<file path="config.mk">
export PLATFORM = sky130hd
export DESIGN_NAME = fetch_unit_flat
export DESIGN_NICKNAME = d
export VERILOG_FILES = /design/src/rtl/fetch_unit_if.sv /design/src/rtl/fetch_unit.sv /design/src/flat_wrapper.sv
export SDC_FILE = /design/constraint.sdc
export NUM_CORES = 1
export LEC_CHECK = 0
export ABC_AREA = 1
export CAP_MARGIN = 30
export CORE_AREA = 5 5 89 174
export DETAILED_ROUTE_END_ITERATION = 7
export DIE_AREA = 0 0 94 179
export PLACE_DENSITY = 0.68
export SYNTH_ARGS = -nofsm -noshare
export SYNTH_HDL_FRONTEND = slang
export SYNTH_SLANG_ARGS = --single-unit
</file>
<file path="constraint.sdc">
create_clock -name clk -period 1.6 [get_ports clk]
set_input_delay 0.32 -clock clk [delete_from_list [all_inputs] [get_ports clk]]
set_output_delay 0.32 -clock clk [all_outputs]
set_load 0.01 [all_outputs]
</file>
<file path="src/rtl/fetch_unit_if.sv">
// Bundle between the fetch stage and its surroundings: hazard/redirect
// controls, the instruction ROM port and the IF/ID register outputs.
interface fetch_unit_if #(
  parameter int ADDR_W = 15
) ();
  logic              stall;
  logic              redirect;
  logic [31:0]       redirect_target;
  logic [31:0]       imem_instr;
  logic [ADDR_W-1:0] imem_addr;
  logic [31:0]       pc;
  logic [31:0]       id_instr;
  logic [31:0]       id_pc;
  logic              id_valid;
  logic              misalign_err;
  logic [31:0]       fetch_count;

  modport master (
    input  stall, redirect, redirect_target, imem_instr,
    output imem_addr, pc, id_instr, id_pc, id_valid, misalign_err, fetch_count
  );

  modport slave (
    output stall, redirect, redirect_target, imem_instr,
    input  imem_addr, pc, id_instr, id_pc, id_valid, misalign_err, fetch_count
  );
endinterface

</file>
<file path="src/rtl/fetch_unit.sv">
// Instruction-fetch stage: PC register, ROM addressing and the IF/ID
// pipeline register, with stall, redirect/flush and a fetch counter.
module fetch_unit #(
  parameter int          ADDR_W   = 15,
  parameter logic [31:0] RESET_PC = 32'h0000_0000,
  parameter logic [31:0] NOP      = 32'h0000_0013
) (
  input  logic         clk,
  input  logic         rst_n,
  fetch_unit_if.master bus
);
  localparam int PC_W = ADDR_W + 2;

  logic [PC_W-1:0] pc_q, pc_d;
  logic [31:0]     id_instr_q, id_instr_d;
  logic [31:0]     id_pc_q, id_pc_d;
  logic            id_valid_q, id_valid_d;
  logic            misalign_q, misalign_d;
  logic [31:0]     count_q, count_d;

  // Target bits above the PC width are dropped by design.
  logic unused_tgt_hi;
  assign unused_tgt_hi = ^bus.redirect_target[31:PC_W];

  always_comb begin
    pc_d       = pc_q;
    id_instr_d = id_instr_q;
    id_pc_d    = id_pc_q;
    id_valid_d = id_valid_q;
    misalign_d = 1'b0;
    count_d    = count_q;
    if (bus.redirect) begin
      pc_d       = {bus.redirect_target[PC_W-1:2], 2'b00};
      id_instr_d = NOP;
      id_pc_d    = 32'h0;
      id_valid_d = 1'b0;
      misalign_d = |bus.redirect_target[1:0];
    end else if (!bus.stall) begin
      id_instr_d = bus.imem_instr;
      id_pc_d    = 32'(pc_q);
      id_valid_d = 1'b1;
      pc_d       = pc_q + PC_W'(4);
      count_d    = count_q + 32'd1;
    end
  end

  always_ff @(posedge clk) begin
    if (!rst_n) begin
      pc_q       <= RESET_PC[PC_W-1:0];
      id_instr_q <= NOP;
      id_pc_q    <= 32'h0;
      id_valid_q <= 1'b0;
      misalign_q <= 1'b0;
      count_q    <= 32'h0;
    end else begin
      pc_q       <= pc_d;
      id_instr_q <= id_instr_d;
      id_pc_q    <= id_pc_d;
      id_valid_q <= id_valid_d;
      misalign_q <= misalign_d;
      count_q    <= count_d;
    end
  end

  // ROM address comes only from the PC register, keeping EX off the ROM path.
  assign bus.imem_addr    = pc_q[PC_W-1:2];
  assign bus.pc           = 32'(pc_q);
  assign bus.id_instr     = id_instr_q;
  assign bus.id_pc        = id_pc_q;
  assign bus.id_valid     = id_valid_q;
  assign bus.misalign_err = misalign_q;
  assign bus.fetch_count  = count_q;
endmodule

</file>
<file path="src/flat_wrapper.sv">
// flat-port wrapper written by rule: the top's interface ports become plain ports
module fetch_unit_flat 
#(
  parameter int          ADDR_W   = 15,
  parameter logic [31:0] RESET_PC = 32'h0000_0000,
  parameter logic [31:0] NOP      = 32'h0000_0013
)
  (clk, rst_n, bus_stall, bus_redirect, bus_redirect_target, bus_imem_instr, bus_imem_addr, bus_pc, bus_id_instr, bus_id_pc, bus_id_valid, bus_misalign_err, bus_fetch_count);
  fetch_unit_if #(.ADDR_W(ADDR_W)) bus_i ();
  input  logic clk;
  input  logic rst_n;
  input wire logic [$bits(bus_i.stall)-1:0] bus_stall;
  input wire logic [$bits(bus_i.redirect)-1:0] bus_redirect;
  input wire logic [$bits(bus_i.redirect_target)-1:0] bus_redirect_target;
  input wire logic [$bits(bus_i.imem_instr)-1:0] bus_imem_instr;
  output wire logic [$bits(bus_i.imem_addr)-1:0] bus_imem_addr;
  output wire logic [$bits(bus_i.pc)-1:0] bus_pc;
  output wire logic [$bits(bus_i.id_instr)-1:0] bus_id_instr;
  output wire logic [$bits(bus_i.id_pc)-1:0] bus_id_pc;
  output wire logic [$bits(bus_i.id_valid)-1:0] bus_id_valid;
  output wire logic [$bits(bus_i.misalign_err)-1:0] bus_misalign_err;
  output wire logic [$bits(bus_i.fetch_count)-1:0] bus_fetch_count;
  assign bus_i.stall = bus_stall;
  assign bus_i.redirect = bus_redirect;
  assign bus_i.redirect_target = bus_redirect_target;
  assign bus_i.imem_instr = bus_imem_instr;
  assign bus_imem_addr = bus_i.imem_addr;
  assign bus_pc = bus_i.pc;
  assign bus_id_instr = bus_i.id_instr;
  assign bus_id_pc = bus_i.id_pc;
  assign bus_id_valid = bus_i.id_valid;
  assign bus_misalign_err = bus_i.misalign_err;
  assign bus_fetch_count = bus_i.fetch_count;
  fetch_unit #(.ADDR_W(ADDR_W), .RESET_PC(RESET_PC), .NOP(NOP)) u_core (.clk(clk), .rst_n(rst_n), .bus(bus_i));
endmodule
</file>
* Word-level counts from Yosys, hierarchy flattened
Index checks and enable logic that the tools add are counted.
Widths: inputs -> output; s select.
** Storage, ports and cells
- Input port bits :: 68
- Output and inout bits :: 145
- Register bits after elaboration :: 100
- Word-level logic and storage cells :: 19
** Cells by class
- Equality and inequality tests :: 1
- Bitwise logic cells :: 3
- Mux-type cells :: 2
- Reductions and logical operators :: 4
- Add/subtract/negate cells :: 2
** Operators by type and width (count)
- $mux 17 :: 2
- $add 32x1->32 const B :: 1
- $add 17x3->17 const B :: 1
- $reduce_and 2->1 :: 2
- $reduce_or 2->1 :: 2
- $not 1->1 :: 3
- $ne 2x1->1 const B :: 1

* Logic depth before layout (Yosys ltp)
Gate-level depths: netlist of the first run.
- Depth after elaboration :: 3
- Depth in mapped cells :: 10
- Gate-level depth less buffers :: 9

* Worst setup path before layout of the first run
Ideal clock, no wire load.
- Path kind :: flip-flop to flip-flop
- Start point :: register u_core.pc_q[3]
- End point :: register u_core.pc_q[14]
- Path buffers :: 0
- Path slack :: 0.155 ns
- Setup time :: 0.132 ns
- Clock period less this slack :: 1.445 ns
- Arrival time :: 1.313 ns
- Required time :: 1.468 ns
- Stages on the path, launching flop included :: 9
- Path through :: dfxtp_1 > ha_1 > nand3_1 > nor2_4 > nand2_1 > o21bai_1 > inv_1 > nand2_1 > a21oi_1
** On the way
- Longest elaborated chain between the ends :: 3
** RTL lines
- start: declaration :: RTL line fetch_unit.sv:14 : logic [PC_W-1:0] pc_q, pc_d;
- start signal: assignment :: RTL line fetch_unit.sv:49 : pc_q <= RESET_PC[PC_W-1:0];
- start signal: assignment :: RTL line fetch_unit.sv:56 : pc_q <= pc_d;
- $add 17x3->17 :: RTL line fetch_unit.sv:42 : pc_d = pc_q + PC_W'(4);
- $mux 17 :: RTL line fetch_unit.sv:38 : end else if (!bus.stall) begin
- $mux 17 :: RTL line fetch_unit.sv:32 : if (bus.redirect) begin
Every way passes these cells. The select of a mux whose other input is x is not followed.
A chain may end at the register's enable or synchronous reset.

* Final worst setup path of the first run
- Start point :: register u_core.id_instr_q[25] (netlist: u_core.bus.id_instr[25])
- End point :: output port bus_id_instr[25]
** RTL lines
- start: declaration :: RTL line fetch_unit.sv:15 : logic [31:0] id_instr_q, id_instr_d;
- start signal: assignment :: RTL line fetch_unit.sv:57 : id_instr_q <= id_instr_d;
- end: declaration :: RTL line flat_wrapper.sv:18 : output wire logic [$bits(bus_i.id_instr)-1:0] bus_id_instr;
No word-level cell between the ends.

==> flow_summary.ini, run 1 <==
[logic_synthesis]
async_flop_share_pct = 0
synth_area_leaders = dfxtp_1 (40%), nand2_1 (14%), buf_4 (7.7%), a21oi_1 (6.9%), nor2_1 (5.1%)
netlist_area_sq_um = 4800
synth_top_area_share_pct = 40.0
ys.flop_type = dfxtp_1
yosys_warnings = 0
synth.avg_cell_area_sq_um = 7.02
ys_types = 38
synth-seq-cells = 96
synth_top_area_cell = dfxtp_1
yosysSeqAreaShare_pct = 40.0
synth_edf_count = 0
yosysMostFrequentCell = nand2_1
netlist_instances = 684
netlist_top_cells_count = nand2_1 (182), dfxtp_1 (96), a21oi_1 (66)

[pwr]
switchingPower_mw = 1.37
combPwrFrac_pct = 12.2
cellLeakagePower_nw = 3.16
seqPwrFrac_pct = 44.2
clkPwrFrac_pct = 43.6
vdd_drop_max_mv = 0.555
total_power_mw = 5.69
p_sw_share_pct = 24.0
internal_power_mw = 4.33
p_per_area_nw_per_um2 = 820

[routing]
avgRoutedWirePerCell_um = 14.9
wl_met1_um = 5600
dr_wl_met3_um = 980
antenna_left = 0
top_layer_used = met4
route.detailed.drc = 0
vias = 4804
met2_wirelength_um = 8540
drt_iter0_drc = 154
finalWirelength_um = 15600
avgViaCountPerCell = 4.61
dr.pass1.iters = 4

[global_route]
grt_use_total_pct = 18.3
grt_overflow = 0
grt_max_degree = 62
grt_pass1_vias = 4522
antenna_found_initial = 0
grt_first_pass_wirelength_um = 23700

[placement]
place_congestion = 0.948
hpwl_um = 12100
io_buffers = 163

[clocking]
post_cts_buffers = 0
cts_max_level = 3
cts_hold_buffers = 0
clk_pin_slew_ns = 0.07
cts_inserted_buffers = 9
clock_sinks = 96
worstSkewPairLatency_ns = 0.34
cts_tree = built
root_buffer = clkbuf_16
cts-root-to-sink-buffers = 2

[critical_path]
cp.required_ns = 1.28
crit_arrival_ns = 1.24
critPathMaxStageDelay_ns = 0.56
crit_buf_inv = 1
crit_cells = 1
crit_path_end_kind = output port
worstPathMaxFanout = 2
critPathLaunchType = flip-flop
critPathKind = flip-flop to output port
worstPathCellList = clkdlybuf4s50_1
crit_slowest_cell = clkdlybuf4s50_1
worstRegToRegCells = 8
crit_family = buffers and inverters

[finish]
area_growth_pct = 44.6
nets = 919
diodes = 0
drive_above_1_share_pct = 13.1

[timing]
period_minus_slack_ns = 1.56
drv_slew = 0
setup_tns_ns = 0
worst_hold_slack_ns = 0.456
period_share_pct = 97.3
finalSetupViolCount = 0
final_hold_viol_count = 0
fmax_mhz = 642
finalClockSkew_ns = 0.00808
rsz0062_at_grt = no

[die]
dieArea_sq_um = 16800
core_area_sq_um = 13900
die_w_um = 94
pin_count = 213
die_h_um = 179
start_util_pct = 34.6
rows = 61

[worst_hold_path]
hold_class = flip-flop to flip-flop
worstHoldPathCells = 2

[run]
maxCapViolations = 0

[outcome]
outcome = complete, no violations
-- state kept, by name, summed over array words and instances, names as in the netlist --
register / flops
u_core.bus.fetch_count: 32
u_core.bus.id_instr: 32
u_core.bus.id_pc: 15
u_core.pc_q: 15
u_core.bus.id_valid: 1
u_core.bus.misalign_err: 1
-- area by class of cell --
cell class | instances | area, sq um
clock buffers | 9 | 225
flip-flops and latches | 96 | 1970
clock inverters | 6 | 115
inverters | 66 | 258
multi-input cells | 483 | 2270
fillers | 1400 | 6950
repair buffers | 193 | 1870
well taps | 189 | 236
-- power groups by stage --
| stage | sequential, mW | combinational [mW] | clock [mW] |
|---|---|---|---|
| 2_1_floorplan | 2.59 | 0.364 | 0 |
| 3_3_place_gp | 2.57 | 0.726 | 0 |
| 3_5_place_dp | 2.57 | 0.730 | 0 |
| 4_1_cts | 2.51 | 0.702 | 2.54 |
| 5_1_grt | 2.52 | 0.758 | 2.65 |
| 6_report | 2.51 | 0.694 | 2.48 |
-- cells by family after synthesis --
kind of cell	synth area share, %
simple gates	31.4
buf+inv	15.3
compound gates	11.3
flops	40.0
xor+xnor	1.28
fa+ha+maj	0.521
other cells	0.0781
-- path summary, 6_finish.rpt --
kind	start	to	slack [ns]
max	u_core.bus.id_instr[25]	bus_id_instr[25]	0.04
min	u_core.bus.id_instr[31]	u_core.bus.id_instr[31]	0.46
max reg2reg	u_core.pc_q[3]	u_core.pc_q[14]	0.17
min reg2reg	u_core.bus.id_instr[31]	u_core.bus.id_instr[31]	0.46
-- metrics by stage --
stage	instance area, sq um	setup slack (ns)	instances	utilization, %
floorplan	4920	0.155	717	-
global placement	6580	-0.221	1027	47.4
detailed placement	6580	-0.259	1027	47.4
CTS	6900	0.00330	1042	49.6
global route	6940	0.00409	1042	50.0
finish	6940	0.0427	1042	50.0
-- placed cells by master (no fill, tap or decap), types with 3 or more instances in the layout --
cell	count
dlygate4sd2_1	57
inv_2	7
nor2_2	5
nand4_1	11
nand3_2	3
buf_12	4
xnor2_1	4
clkdlybuf4s50_1	91
o21ai_0	25
nor3_1	7
dfxtp_2	30
xor2_1	3
bufinv_16	3
dfxtp_1	64
a21oi_1	66
a31oi_1	3
nand3_1	44
conb_1	34
o21ai_1	5
nor2_1	65
inv_1	56
nor2_4	9
nand2_1	182
buf_4	26
clkbuf_16	9
inv_6	3
dlymetal6s2s_1	14
-- timing repair --
item                                    4_1_cts  5_1_grt
gates resized for setup                      90       17
endpoints found under the setup margin       59       18
gates cloned                                  0        0
-- tightest hold or removal path, delay by kind of cell (launching register included) --
| family | cells | cell delay, ns |
|---|---|---|
| compound gates | 1 | 0.05 |
| flops | 1 | 0.31 |
| simple gates | 1 | 0.05 |
-- routing by layer --
metal	GRT usage [%]	up-vias
met1	18.5	2174
met2	35.5	183
met5	0	-
met4	6.81	0
li1	-	2420
met3	4.12	27
No activity file was read; power rests on OpenSTA's default activity.
==> run 2, diff against run 1 <==
Settings changed: ABC_CLOCK_PERIOD_IN_PS set to 1600, PLACE_DENSITY 0.68 to 0.78, SKIP_CTS_REPAIR_TIMING set to 1.
==> flow_summary.ini, run 2 (same netlist as run 1, synthesis figures left out) <==
[timing]
period_share_pct = 96.7
finalSetupViolCount = 0
fmax_mhz = 646
drv_slew = 0
finalClockSkew_ns = 0.00613
period_minus_slack_ns = 1.55
setup_tns_ns = 0
final_hold_viol_count = 0

[die]
die_w_um = 94
start_util_pct = 34.6
dieArea_sq_um = 16800
core_area_sq_um = 13900
die_h_um = 179
rows = 61
pin_count = 213

[finish]
final_common_cell = nand2_1
diodes = 0
final_cell_mix = nand2_1 (182), clkdlybuf4s50_1 (94), dlymetal6s2s_1 (69)
postLayoutCoreUtil_pct = 51.3
fill_cells = 1325
drive_above_1_share_pct = 13.6
nets = 923
area_growth_pct = 48.5

[placement]
place_congestion = 0.978
hpwl_um = 12300
io_buffers = 163

[critical_path]
worstRegToRegCells = 8
cp.required_ns = 1.28
crit_path_end = bus_id_pc[2]
worstPathCellList = clkdlybuf4s50_1
critPathMaxStageDelay_ns = 0.56
critPathLaunchType = flip-flop
reg2reg_from = u_core.bus.fetch_count[4]
critPathKind = flip-flop to output port
crit_buf_inv = 1
crit_start = u_core.bus.id_pc[2]
crit_slowest_cell = clkdlybuf4s50_1
crit_cells = 1
crit_arrival_ns = 1.23
crit_family = buffers and inverters
reg2reg_to = u_core.bus.fetch_count[29]
worstPathMaxFanout = 2
r2r_setup_slack_ns = 0.18
crit_path_end_kind = output port

[worst_hold_path]
hold_class = flip-flop to flip-flop

[pwr]
vdd_drop_max_mv = 0.533
total_power_mw = 5.39
cellLeakagePower_nw = 3.87
p_per_area_nw_per_um2 = 757

[global_route]
grt_overflow = 0
grt_first_pass_wirelength_um = 23900
grt_max_degree = 40
grt_pass1_vias = 4838
antenna_found_initial = 0
grt_use_total_pct = 18.3

[routing]
finalWirelength_um = 15700
drt_iter0_drc = 137
dr.pass1.iters = 4
avgViaCountPerCell = 4.68
antenna_left = 0
avgRoutedWirePerCell_um = 15.0
vias = 4902
route.detailed.drc = 0

[clocking]
cts-root-to-sink-buffers = 2
cts_max_level = 3
root_buffer = clkbuf_16
cts_inserted_buffers = 9
cts_tree = built
worstSkewPairLatency_ns = 0.34
clk_pin_slew_ns = 0.07
clock_sinks = 96

[run]
maxCapViolations = 0

[outcome]
outcome = complete, no violations
## run 2: cell types whose count changed in the layout (fill, tap and decap cells not counted), moves of 2 or more
cell             before  now
dlygate4sd2_1        57    0
clkdlybuf4s50_1      91   94
bufinv_16             3    0
dfxtp_2              30   32
buf_4                26   31
dlymetal6s2s_1       14   69
dfxtp_1              64   62
inv_8                 0    2
## run 2: layer usage
layer,wire length [um],vias to the layer above,GRT usage [%]
met5,0,-,0
met1,5360,2235,17.8
met4,391,0,8.56
li1,-,2436,-
met3,1240,30,4.37
met2,8710,201,35.1
## run 2: metrics by stage
step                      instances  hold slack (ns)  worst slack [ns]  cell area, sq um
final                          1047            0.457            0.0520              7130
after CTS                      1047            0.455            -0.176              6900
after global routing           1047            0.482           -0.0162              7130
after global placement         1031            0.442            -0.235              6610
after floorplan                 717            0.446             0.155              4920
after detailed placement       1031            0.445            -0.272              6610
## run 2: worst min-delay path by stage
| stage | start | cells past startpoint | end | slack (ns) |
|---|---|---|---|---|
| global placement | u_core.bus.id_instr[31] | 2 | u_core.bus.id_instr[31] | 0.44 |
| finish | u_core.bus.id_instr[31] | 2 | u_core.bus.id_instr[31] | 0.46 |
| CTS | u_core.bus.id_instr[31] | 2 | u_core.bus.id_instr[31] | 0.46 |
| global route | u_core.bus.id_instr[24] | 2 | u_core.bus.id_instr[24] | 0.48 |
| detailed placement | u_core.bus.id_instr[31] | 2 | u_core.bus.id_instr[31] | 0.45 |
| floorplan | bus_imem_instr[0] | 2 | u_core.bus.id_instr[0] | 0.45 |
## run 2: cell type report
cell class / count / area [sq um] / area share (%)
clock inverter: 6 / 56.3 / 0.790
sequential: 96 / 1970 / 27.6
multi-input combinational: 483 / 2270 / 31.9
clock buffer: 10 / 239 / 3.35
tap: 189 / 236 / 3.32
inverter: 66 / 258 / 3.62
timing repair buffer: 197 / 2100 / 29.4
## run 2: where the power goes
| group | internal, mW | switching [mW] |
|---|---|---|
| Combinational | 0.370 | 0.363 |
| Sequential | 2.46 | 0.0575 |
| Clock | 1.13 | 1.01 |
| Total | 3.96 | 1.43 |
==> run 3, diff against run 2 <==
Settings changed: SKIP_CTS_REPAIR_TIMING 1 to not set.
==> flow_summary.ini, run 3 (same netlist as run 1, synthesis figures left out) <==
[outcome]
outcome = complete, no violations

[timing]
setup_tns_ns = 0
finalClockSkew_ns = 0.00717
period_share_pct = 96.9
period_minus_slack_ns = 1.55
fmax_mhz = 645
finalSetupViolCount = 0
drv_slew = 0
rsz0062_at_grt = no
final_hold_viol_count = 0

[routing]
avgRoutedWirePerCell_um = 14.8
route.detailed.drc = 0
drt_iter0_drc = 117
finalWirelength_um = 15500
avgViaCountPerCell = 4.70
antenna_left = 0
dr.pass1.iters = 4
vias = 4921

[pwr]
internal_power_mw = 3.94
vdd_drop_max_mv = 0.537
p_sw_share_pct = 26.7
clkPwrFrac_pct = 40.0
switchingPower_mw = 1.43
seqPwrFrac_pct = 46.8
cellLeakagePower_nw = 3.05
combPwrFrac_pct = 13.2
p_per_area_nw_per_um2 = 781

[die]
rows = 61
core_area_sq_um = 13900
pin_count = 213
die_w_um = 94
start_util_pct = 34.6
die_h_um = 179
dieArea_sq_um = 16800

[finish]
nets = 923
diodes = 0
final_common_cell = nand2_1
final_cell_mix = nand2_1 (182), clkdlybuf4s50_1 (94), a21oi_1 (66)
area_growth_pct = 43.4
postLayoutCoreUtil_pct = 49.5
drive_above_1_share_pct = 13.3

[placement]
hpwl_um = 12300
io_buffers = 163
place_congestion = 0.978

[critical_path]
r2r_setup_slack_ns = 0.17
crit_buf_inv = 1
worstPathMaxFanout = 2
crit_family = buffers and inverters
crit_slowest_cell = clkdlybuf4s50_1
critPathMaxStageDelay_ns = 0.55
crit_arrival_ns = 1.23
cp.required_ns = 1.28
worstPathCellList = clkdlybuf4s50_1
crit_path_end_kind = output port
critPathKind = flip-flop to output port
critPathLaunchType = flip-flop

[global_route]
grt_pass1_vias = 4860
grt_max_degree = 40
grt_use_total_pct = 18.4
grt_first_pass_wirelength_um = 24100
grt_overflow = 0
antenna_found_initial = 0

[clocking]
root_buffer = clkbuf_16
clk_pin_slew_ns = 0.07
cts_max_level = 3
cts_hold_buffers = 0
cts_inserted_buffers = 9
cts_tree = built
cts-root-to-sink-buffers = 2
clock_sinks = 96
worstSkewPairLatency_ns = 0.35

[run]
maxCapViolations = 0

[worst_hold_path]
hold_class = flip-flop to flip-flop
==> run 3: cell types whose count changed in the layout (fill, tap and decap cells not counted), sizes merged <==
cell	previous run	this run
dlygate4sd2	0	62
dlymetal6s2s	69	7
==> run 3: power groups by stage <==
stage               clock network [mW]  logic (mW)  registers (mW)
floorplan                            0       0.364            2.59
global placement                     0       0.737            2.57
detailed placement                   0       0.746            2.57
CTS                               2.21       0.715            2.52
global route                      2.31       0.776            2.53
finish                            2.15       0.709            2.52
==> run 3: stage by stage <==
stage / setup slack [ns] / hold slack [ns] / total power [mW] / cell area [sq um] / instances
6_report: 0.0498 / 0.457 / 5.37 / 6880 / 1047
5_1_grt: 0.0000517 / 0.488 / 5.61 / 6880 / 1047
4_1_cts: 0.000163 / 0.455 / 5.44 / 6860 / 1047
3_5_place_dp: -0.272 / 0.445 / 3.32 / 6610 / 1031
3_3_place_gp: -0.235 / 0.442 / 3.30 / 6610 / 1031
2_1_floorplan: 0.155 / 0.446 / 2.96 / 4920 / 717
==> run 3: repair_timing <==
action / 4_1_cts / 5_1_grt
endpoints found under the setup margin: 64 / 9
hold endpoints to repair: 0 / 0
gates resized for setup: 91 / 9
setup buffers: 0 / 0
==> run 3: final cells by class <==
type                       instances  area [sq um]
timing repair buffer             197          1860
clock buffer                      10           239
sequential                        96          1960
clock inverter                     6          56.3
multi-input combinational        483          2270
fill                            1402          7010
inverter                          66           258
tap                              189           236
==> run 3: layer usage <==
layer / GRT usage, % / wire length, um
met1: 17.9 / 5410
met2: 35.5 / 8470
met3: 4.28 / 1110
met4: 8.50 / 490
met5: 0 / 0
==> run 3: worst paths after layout <==
check	startpoint	to	cells past startpoint
worst min register to register	u_core.bus.id_instr[31]	u_core.bus.id_instr[31]	2
worst min-delay path	u_core.bus.id_instr[31]	u_core.bus.id_instr[31]	2
worst max register to register	u_core.bus.fetch_count[4]	u_core.bus.fetch_count[29]	8
worst max-delay path	u_core.bus.id_instr[17]	bus_id_instr[17]	1
==> patch 1: new RTL, settings of run 1 <==
`ADDR_W` is set to 15 in 3 places; all go to 14.
--- a/src/rtl/fetch_unit_if.sv
+++ b/src/rtl/fetch_unit_if.sv
@@ -3,3 +3,3 @@
 interface fetch_unit_if #(
-  parameter int ADDR_W = 15
+  parameter int ADDR_W = 14
 ) ();
--- a/src/rtl/fetch_unit.sv
+++ b/src/rtl/fetch_unit.sv
@@ -3,3 +3,3 @@
 module fetch_unit #(
-  parameter int          ADDR_W   = 15,
+  parameter int          ADDR_W   = 14,
   parameter logic [31:0] RESET_PC = 32'h0000_0000,
--- a/src/flat_wrapper.sv
+++ b/src/flat_wrapper.sv
@@ -3,3 +3,3 @@
 #(
-  parameter int          ADDR_W   = 15,
+  parameter int          ADDR_W   = 14,
   parameter logic [31:0] RESET_PC = 32'h0000_0000,
Ports: changed (resized bus_imem_addr); port bits go from 213 to 212. No check against the original RTL was run, so the function may have changed too.
==> patch 1 against run 1 <==
- synthesized cell count is 3.2% lower
- critical path type unchanged
- area after synthesis down 4.3%
- power shrank 7.9%
- sequential cell count decreased by 2
- largest cell class unchanged
- utilization decreased by 0.93 points
- register-to-register slack got worse by 40 ps
- sequential share of layout area decreased by 0.14 points
- final area down 1.9%
- wire length shrank 5.1%
- count of clock-buffer cells in the layout unchanged
- global-route usage shrank 0.85 points
- non-clock buffer count is 16 higher
- worst setup slack gained 2.8 ps
- critical endpoint is now bus_id_instr[31]
==> patch 1: results (changes against run 1) <==
Placement
  • Dpl hpwl: 11800 µm (was 12100 µm)
  • Routability congestion estimate: 0.923 (was 0.948)
  • Port Buf Inserts: 159 (was 163)
  • Placed Area: 6490 µm² (was 6580 µm²)
  • Dpl ws: -299 ps (was -259 ps)

Logic synthesis
  • Cells after Synth: 662 (was 684)
  • Synth Area in Compound Gates: 0.115 (was 0.113)
  • Post-Synth XOR/XNOR Area: 0.0153 (was 0.0128)
  • Top cells by area, synth: dfxtp_1, nand2_1, buf_4, a21oi_1, nor2_1 (unchanged)
  • Unique cell type count in the Yosys netlist: 35 (was 38)
  • Register area share after synthesis: 0.410 (was 0.400)

Finish
  • # nets final: 916 (was 919)
  • Share of layout cells above drive strength 1: 0.129 (was 0.131)
  • Post-route insts no fill: 1040 (was 1042)

Setup path
  • Worst r2r src: u_core.bus.fetch_count[6]$_SDFFE_PN0P_ (was u_core.pc_q[3]$_SDFFE_PN0P_)
  • CP delay by family, top: buffers and inverters (unchanged)
  • Reg2reg setup slack: 130 ps (was 170 ps)
  • Critical R2R Capture: u_core.bus.fetch_count[28]$_SDFFE_PN0P_ (was u_core.pc_q[14]$_SDFFE_PN0P_)
  • End of the critical path: bus_id_instr[31] (was bus_id_instr[25])
  • R2r worst-path depth: 9 (was 8)
  • Slowest stage delay, CP: 540 ps (was 560 ps)

Global routing
  • Vias in the first global route: 4627 (was 4522)
  • Total Routing Usage GR: 0.175 (was 0.183)
  • First-pass GRT wire length: 22800 µm (was 23700 µm)
  • Largest net degree at the start of global routing: 37 (was 62)
  • Met2 GRT Util: 0.342 (was 0.355)
  • M1 GR Usage: 0.167 (was 0.185)
  • Met3 Track Usage GR: 0.0433 (was 0.0412)

Worst hold path
  • Hold Path End: u_core.bus.id_instr[18]$_SDFFE_PP0N_ (was u_core.bus.id_instr[31]$_SDFFE_PP0N_)
  • Hold path startpoint: u_core.bus.id_instr[18]$_SDFFE_PP0N_ (was u_core.bus.id_instr[31]$_SDFFE_PP0N_)

Clock tree
  • Clk root buf: clkbuf_16 (unchanged)
  • Resize count post-CTS: 84 (was 90)

STA
  • Hold_ws: 463 ps (was 456 ps)
  • Tmin final: 1550 ps (was 1560 ps)
  • Clk_skew: 7.59 ps (was 8.08 ps)

Detailed routing
  • Met2 WL post-DR: 8120 µm (was 8540 µm)
  • Met3 routed WL: 986 µm (was 980 µm)
  • Wirelength per Cell: 14.2 µm (was 14.9 µm)
  • M1 WL: 5220 µm (was 5600 µm)
  • Detailed-route via count: 4776 (was 4804)

Power and ir drop
  • Cell leakage power: 3.21 nW (was 3.16 nW)
  • IR drop worst, VDD: 0.643 mV (was 0.555 mV)

Outcome
  • Outcome: finished clean (unchanged)
[patch 1: cell count changes after synthesis, sizes merged, moves of 2 or more]
cell,change
nand3,-12
a21oi,-6
inv,-6
nand2,-5
nand4,+4
clkbuf,-3
nor2,+3
o21ai,+3
buf,+2
dfxtp,-2
[patch 1: area by class of cell]
class | count | area, µm²
Fill cell | 1432 | 7080
Multi-Input combinational cell | 473 | 2170
Clock buffer | 9 | 225
Clock inverter | 7 | 62.6
Timing Repair Buffer | 209 | 1980
Sequential cell | 94 | 1920
Tap cell | 189 | 236
Inverter | 59 | 224
[patch 1: power by group]
part	leakage (nW)	internal, W	switching [W]	total [W]
registers	0.778	0.00240	0.0000559	0.00246
logic	2.29	0.000335	0.000337	0.000672
clock network	0.145	0.00109	0.00102	0.00211
total	3.21	0.00383	0.00141	0.00524
==> patch 2: new RTL, config.mk and constraints of run 1 <==
Without the edit above. Make the reset (`rst_n`) asynchronous in one clocked block.
--- a/src/rtl/fetch_unit.sv
+++ b/src/rtl/fetch_unit.sv
@@ -46,3 +46,3 @@
 
-  always_ff @(posedge clk) begin
+  always_ff @(posedge clk or negedge rst_n) begin
     if (!rst_n) begin
Formal check against the unedited RTL: differs if rst_n is asserted again (counterexample within 4 cycles, from zero or initial values and one cycle with rst_n low); with rst_n held inactive, the same outputs for 10 cycles.
==> patch 2 against run 1 <==
- worst setup slack lost 7.5 ps
- wire length down 2.5%
- highest routed layer unchanged
- utilization up 2.5 points
- final area up 5.0%
- largest cell class is now registers
- area after synthesis increased by 1.6%
- sequential cell count grew 1
- sequential share of layout area increased by 5.2 points
- global-route usage down 0.15 points
- clock skew grew 3.0 ps
Power is not compared: it rests on default switching activity, and its combinational part moved more than twofold at a synthesized area within 25%.
==> patch 2: results (changes against run 1) <==
Setup path
  • R2r worst-path depth: 9 (was 8)
  • Critical R2R Capture: u_core.bus.fetch_count[26]$_DFFE_PN0P_ (was u_core.pc_q[14]$_SDFFE_PN0P_)
  • End of the critical path: bus_imem_addr[5] (was bus_id_instr[25])
  • Reg2reg setup slack: 60 ps (was 170 ps)
  • Critical Path Source: u_core.pc_q[7]$_DFFE_PN0N_ (was u_core.bus.id_instr[25]$_SDFFE_PP0N_)
  • Worst Path Arrival: 1240 ps (about the same)
  • CP delay by family, top: buffers and inverters (unchanged)
  • Worst r2r src: u_core.bus.fetch_count[1]$_DFFE_PN0P_ (was u_core.pc_q[3]$_SDFFE_PN0P_)
  • Slowest stage delay, CP: 530 ps (was 560 ps)

Floorplanning
  • Tapcells: 189 (unchanged)

Finish
  • Non-clock buffers: 224 (was 193)
  • Post-route insts no fill: 957 (was 1042)
  • Final core occ: 0.525 (was 0.500)
  • # nets final: 833 (was 919)
  • Share of layout cells above drive strength 1: 0.147 (was 0.131)
  • Clock-cell share of area: 0.0400 (was 0.0490)
  • Multi-input gate count: 388 (was 483)
  • Multi-input combinational area share: 0.276 (was 0.328)
  • Filler cells: 1332 (was 1400)
  • NonClk Buf Share: 0.294 (was 0.269)
  • Clk_buf instances: 12 (was 9)
  • Sequential share of cell area: 0.335 (was 0.283)
  • Inverters: 43 (was 66)

STA
  • Hold Fails Final Rpt: 0 (unchanged)
  • Clk_skew: 11.0 ps (was 8.08 ps)
  • Hold_ws: 457 ps (was 456 ps)
  • Fin crit share: 0.978 (was 0.973)

Logic synthesis
  • Most frequent cells after synthesis: nand2_1, dfrtp_1, nor2_1 (was nand2_1, dfxtp_1, a21oi_1)
  • Cells after Synth: 560 (was 684)
  • Post-Synth XOR/XNOR Area: 0.0341 (was 0.0128)
  • Synth Area in Compound Gates: 0.0967 (was 0.113)
  • Synth Area in Adders: 0.00513 (was 0.00521)
  • Ys async rst share: 1.00 (was 0)
  • Register bit count reported by yosys: 97 (was 96)
  • Top cells by area, synth: dfrtp_1, nand2_1, buf_4, a22o_1, nor2_1 (was dfxtp_1, nand2_1, buf_4, a21oi_1, nor2_1)
  • Register area share after synthesis: 0.498 (was 0.400)

Detailed routing
  • Vias per Instance: 4.73 (was 4.61)
  • Starting DRC count in detailed routing: 140 (was 154)
  • Wirelength per Cell: 15.9 µm (was 14.9 µm)
  • Drt pass-1 iters: 4 (unchanged)

Global routing
  • Antenna violations before repair: 0 (unchanged)
  • First-pass GRT wire length: 23800 µm (was 23700 µm)
  • Largest net degree at the start of global routing: 52 (was 62)
  • Total Routing Usage GR: 0.182 (was 0.183)
  • Vias in the first global route: 4800 (was 4522)

Outcome
  • Outcome: finished clean (unchanged)

Worst hold path
  • Min-delay worst type: primary input to asynchronous set/reset pin (was register to register)

Placement
  • Dpl ws: -314 ps (was -259 ps)
  • Routability congestion estimate: 0.903 (was 0.948)
  • Dpl hpwl: 11600 µm (was 12100 µm)
  • Port Buf Inserts: 165 (was 163)
  • Post-Place Cells: 913 (was 1027)
  • Placed Area: 6730 µm² (was 6580 µm²)
-- patch 2: layer usage --
| metal | GRT usage | part of all wire | up-vias |
|---|---|---|---|
| met1 | 0.184 | 0.34 | 2174 |
| met4 | 0.0766 | 0.034 | 0 |
| met2 | 0.356 | 0.58 | 176 |
| met3 | 0.0281 | 0.050 | 32 |
| li1 | - | - | 2145 |
| met5 | 0 | 0 | - |
-- patch 2: cell families after synthesis --
kind of cell	count (synthesis)
fa+ha+maj	2
flops	97
compound gates	65
other cells	1
simple gates	270
xor+xnor	19
buf+inv	106
-- patch 2: power by group --
part,internal [W],total [W],leakage (nW),switching [W]
combinational,0.000752,0.00149,2.52,0.000740
clock,0.00116,0.00210,0.144,0.000943
sequential,0.00266,0.00284,1.25,0.000177
total,0.00457,0.00643,3.92,0.00186
-- patch 2: what timing repair did --
action | CTS | global route
setup buffers | 21 | 6
pin swaps | 0 | 2
hold buffers | 1 | 0
setup endpoints to repair | 72 | 43
hold endpoints to repair | 21 | 0
resized for setup | 71 | 39
